===== src/rtl/toggle_period_meter.sv =====
// Measures i_Clk cycles between successive level changes of an asynchronous input,
// with stall timeout. Define RATE_CLASSIFY_EN to add the o_Rate classification output.
module toggle_period_meter #(
  parameter int CNT_W          = 24,
  parameter int TIMEOUT_CYCLES = 16000000
) (
  input  logic             i_Clk,
  input  logic             i_Rst_L,
  input  logic             i_Sig,
  output logic [CNT_W-1:0] o_Period,
  output logic             o_Valid,
  output logic             o_Timeout
`ifdef RATE_CLASSIFY_EN
  ,
  output logic [2:0]       o_Rate
`endif
);

  localparam logic [CNT_W-1:0] LP_CNT_MAX = CNT_W'(TIMEOUT_CYCLES - 1);

  typedef enum logic {
    DISARMED = 1'b0,
    ARMED    = 1'b1
  } state_t;

  state_t           r_State;
  logic             r_S1;
  logic             r_S2;
  logic             r_S3;
  logic [CNT_W-1:0] r_Count;
  logic             w_Edge;
  logic [CNT_W-1:0] w_CntInc;

  assign w_Edge   = r_S2 ^ r_S3;
  assign w_CntInc = r_Count + CNT_W'(1);

`ifdef RATE_CLASSIFY_EN
  logic [31:0] w_PExt;
  logic [2:0]  w_RateCode;

  function automatic logic inBand(input logic [31:0] p, input logic [31:0] nom);
    return (p >= (nom - (nom >> 6))) && (p <= (nom + (nom >> 6)));
  endfunction

  assign w_PExt = 32'(w_CntInc);

  // Bands are disjoint, so priority order does not change the result.
  always_comb begin
    w_RateCode = 3'd0;
    if (inBand(w_PExt, 32'd12500000))     w_RateCode = 3'd1;
    else if (inBand(w_PExt, 32'd6250000)) w_RateCode = 3'd2;
    else if (inBand(w_PExt, 32'd3125000)) w_RateCode = 3'd3;
    else if (inBand(w_PExt, 32'd2500000)) w_RateCode = 3'd4;
  end
`endif

  // An edge always restarts the interval, even when it coincides with the timeout.
  always_ff @(posedge i_Clk) begin
    if (!i_Rst_L) begin
      r_S1      <= 1'b0;
      r_S2      <= 1'b0;
      r_S3      <= 1'b0;
      r_Count   <= '0;
      r_State   <= DISARMED;
      o_Period  <= '0;
      o_Valid   <= 1'b0;
      o_Timeout <= 1'b0;
`ifdef RATE_CLASSIFY_EN
      o_Rate    <= 3'd0;
`endif
    end else begin
      r_S1    <= i_Sig;
      r_S2    <= r_S1;
      r_S3    <= r_S2;
      o_Valid <= 1'b0;
      if (w_Edge) begin
        r_Count <= '0;
        if (r_State == ARMED) begin
          o_Period <= w_CntInc;
          o_Valid  <= 1'b1;
`ifdef RATE_CLASSIFY_EN
          o_Rate   <= w_RateCode;
`endif
        end else begin
          r_State   <= ARMED;
          o_Timeout <= 1'b0;
        end
      end else if (r_Count == LP_CNT_MAX) begin
        if (r_State == ARMED) begin
          r_State   <= DISARMED;
          o_Timeout <= 1'b1;
        end
      end else begin
        r_Count <= w_CntInc;
      end
    end
  end

endmodule


===== config.mk =====
export PLATFORM = sky130hd
export DESIGN_NAME = toggle_period_meter
export DESIGN_NICKNAME = d
export VERILOG_FILES = /design/src/rtl/toggle_period_meter.sv
export SDC_FILE = /design/constraint.sdc
export NUM_CORES = 1
export LEC_CHECK = 0
export CORE_ASPECT_RATIO = 1.4
export CORE_MARGIN = 2
export CORE_UTILIZATION = 57
export DETAILED_ROUTE_END_ITERATION = 8
export PLACE_DENSITY = 0.86
export SYNTH_ARGS = -nofsm -noshare
export SYNTH_HDL_FRONTEND = slang
export SYNTH_SLANG_ARGS = --single-unit

===== constraint.sdc =====
create_clock -name i_Clk -period 3 [get_ports i_Clk]
set_input_delay 0.3 -clock i_Clk [delete_from_list [all_inputs] [get_ports i_Clk]]
set_output_delay 0.3 -clock i_Clk [all_outputs]
set_load 0.1 [all_outputs]

==> key figures <==
Outcome
  – Outcome: completed

Floorplanning
  – Initial Util: 0.593
  – Die H: 76.5 um
  – FP Rows: 26
  – Die width: between 50 and 60 um
  – Core area: between 3000 and 4000 um^2
  – Die area: 4270 um^2
  – I/O pins: 29

CTS
  – Clock buffer depth: 2
  – Num CTS Buffers: 5
  – Clock Latency Late Sink: 320 ps
  – Htree depth: 2
  – Clk sinks: between 50 and 60
  – Reg clk slew, reported paths: 100 ps
  – CTS tree: done
  – # Post-CTS Setup Buffers: 0
  – Root buffer cell: clkbuf_8
  – Cts hold-fix bufs: 0
  – # resized after CTS: 0

Worst setup path
  – Crit-path max FO: 8
  – Crit end category: register
  – Worst reg2reg path startpoint: r_Count[0]
  – Crit Reg-Reg Endpoint: o_Period[22]
  – CP startpoint: r_Count[0]
  – Crit Path Class: reg2reg
  – Worst reg2reg setup slack: between 700 and 800 ps
  – Worst setup path end: o_Period[22]
  – Worst EP arrival: around 2500 ps
  – WP data required: 3250 ps
  – Worst Setup Start Kind: register
  – Path depth of the worst reg2reg path: 5

Finish
  – ANT cells: 0
  – Area delta synth->final: 16.2%
  – Design Area, Final: approximately 2500 um^2
  – Seq. cell area: approximately 1100 um^2
  – Post-Layout Cell Count: between 300 and 400
  – Area of the multi-input gates: 988 um^2
  – Final nets: about 270
  – Share of post-route cells with drive strength above 1: 0.122
  – Fillers: 318

Routing
  – DRT antenna net count: 0
  – DR pass1 iterations: 4
  – WL/cell: 15.0 um
  – Initial drt markers: 54
  – DR vias: 1840
  – Remaining DRCs: 0
  – Routed WL: roughly 4600 um
  – Vias per cell: a little over 6

Synthesis
  – Synth top area share: 0.505
  – Top cells by count, synth: 54 x dfxtp_1, 25 x a21oi_1, 25 x o21ai_0, 12 x nand2_1
  – Ys async rst share: 0
  – Syn_nets: between 200 and 250
  – Unique masters post-synth: 32
  – Sequential area share after synthesis: 0.505
  – Area contributors post-synth: dfxtp_1 50%, a21oi_1 5.8%, o21ai_0 5.8%
  – Mapped Cells: between 200 and 250
  – Mean Syn Cell Area: 8.99 um^2
  – Yosys reg bits: 54
  – Top-count cell post-synth: dfxtp_1
  – Synth Flop Type: dfxtp_1
  – Yosys top cell by area: dfxtp_1
  – Post-synth EDFFs: 0
  – Post-Syn Area: 2140 um^2
  – Ys Warns: 0

Pwr
  – Worst VDD drop: approximately 0.00053 V
  – Cell Pwr Density: around 520 nW/um^2
  – Static leakage power: between 0.0008 and 0.0009 uW

Timing
  – Worst slew pin tran: ~970 ps
  – Pins Over Slew Limit: 0
  – Worst Skew: ~6.8 ps
  – Setup tns final: 0 ps
  – Slew HR: 0.354
  – Minimum clock period after layout: around 2300 ps
  – Final Hold Viols: 0
  – RSZ-0062 raised after global routing: false
  – Ratio of final minimum period to clock period: 0.753
  – Setup violators final: 0
  – Max Fclk: around 440 MHz

Job
  – Max Cap Viol: 0

Placement
  – # port buffers: 28
  – Final Wtd Congestion: 0.855
  – HPWL after detailed placement: between 3000 and 4000 um
  – DP Area: between 2000 and 2500 um^2
  – Placed insts: between 200 and 300

Global route
  – First-pass GRT wire length: between 8000 and 9000 um
  – Number of global-route vias before repair: around 1.8k
  – Largest net degree at the start of global routing: 47
  – GRT Util Overall: 0.234
  – GRT overflow: 0
  – Initial antenna violation count: 0

Worst hold path
  – Hold Path Class: reg2reg
-- kinds of logic (layout without fill, tap and decap cells) --
family,Yosys count,after routing,synth area share
xor+xnor,15,15,0.0614
fa+ha+maj,1,1,0.00584
buf+inv,19,43,0.0345
simple gates,78,78,0.205
flops,54,54,0.505
compound gates,71,71,0.188
-- worst min-delay path by stage --
stage          from    to  slack, ps  depth (start not counted)
3_5_place_dp   r_S1  r_S2        420                          1
3_3_place_gp   r_S1  r_S2        410                          1
6_report       r_S1  r_S2        450                          1
2_1_floorplan  r_S1  r_S2        410                          1
5_1_grt        r_S1  r_S2        460                          1
4_1_cts        r_S1  r_S2        450                          1
-- routing by layer --
metal,wire length (um),part of all wire,track usage
met4,107,0.023,0.115
met5,0,0,0
met2,2490,0.54,0.435
met1,1830,0.40,0.243
met3,149,0.033,0.0475
-- layout by cell type, fill, tap and decap left out --
master,instances
o31ai_1,2
nor4_1,5
nor2_1,11
o31a_1,1
nor4bb_1,1
xnor2_1,10
nor2b_2,1
buf_4,19
clkbuf_8,5
nand2_1,12
nand4_2,2
o41a_1,1
inv_1,5
or4_1,3
clkinvlp_4,1
nor3_2,1
a211oi_1,9
clkdlybuf4s50_1,11
a21oi_1,25
nand2b_1,2
and2_1,5
and3_1,1
and4_1,1
nand4_1,3
dfxtp_1,54
inv_6,1
a31oi_1,8
nand3_1,11
nor3_1,9
o21ai_0,25
xor2_1,5
or3_1,9
or4b_4,1
clkinv_4,1
ha_1,1
-- registers in the layout (all words and copies together) (netlist names) --
signal and cells:
r_S1 1, o_Valid 1, r_Count 24, r_State 1
o_Period 24, o_Timeout 1, r_S3 1, r_S2 1
-- through the flow --
| step | setup WS, ps | util | hold WS (ps) | power, uW |
|---|---|---|---|---|
| final | 742 | 0.689 | 448 | 1290 |
| after detailed placement | 799 | 0.663 | 425 | 880 |
| after global placement | 853 | 0.663 | 414 | 879 |
| after CTS | 746 | 0.689 | 449 | 1290 |
| after floorplan | 978 | - | 412 | 852 |
| after global routing | 610 | 0.689 | 461 | 1330 |
-- worst max-delay path: stages (launching register included) --
cell     delay, ps
dfxtp_1        430
ha_1           260
nand3_1        180
or4_1          680
or3_1          440
a31oi_1        190
-- cell type report --
| cell class | instances | share of cell area |
|---|---|---|
| multi-input combinational | 165 | 0.397 |
| clock inverter | 3 | 0.0101 |
| timing repair buffer | 30 | 0.102 |
| clock buffer | 5 | 0.0277 |
| sequential | 54 | 0.435 |
| inverter | 5 | 0.00755 |
| tap | 42 | 0.0211 |
-- report_power, final --
group | internal [uW] | switching (uW) | leakage (uW)
Sequential | 731 | 10.6 | 0.000437
Clock | 169 | 253 | 0.0000447
Combinational | 29.4 | 93.8 | 0.000349
Power figures use the tool's default switching activity.
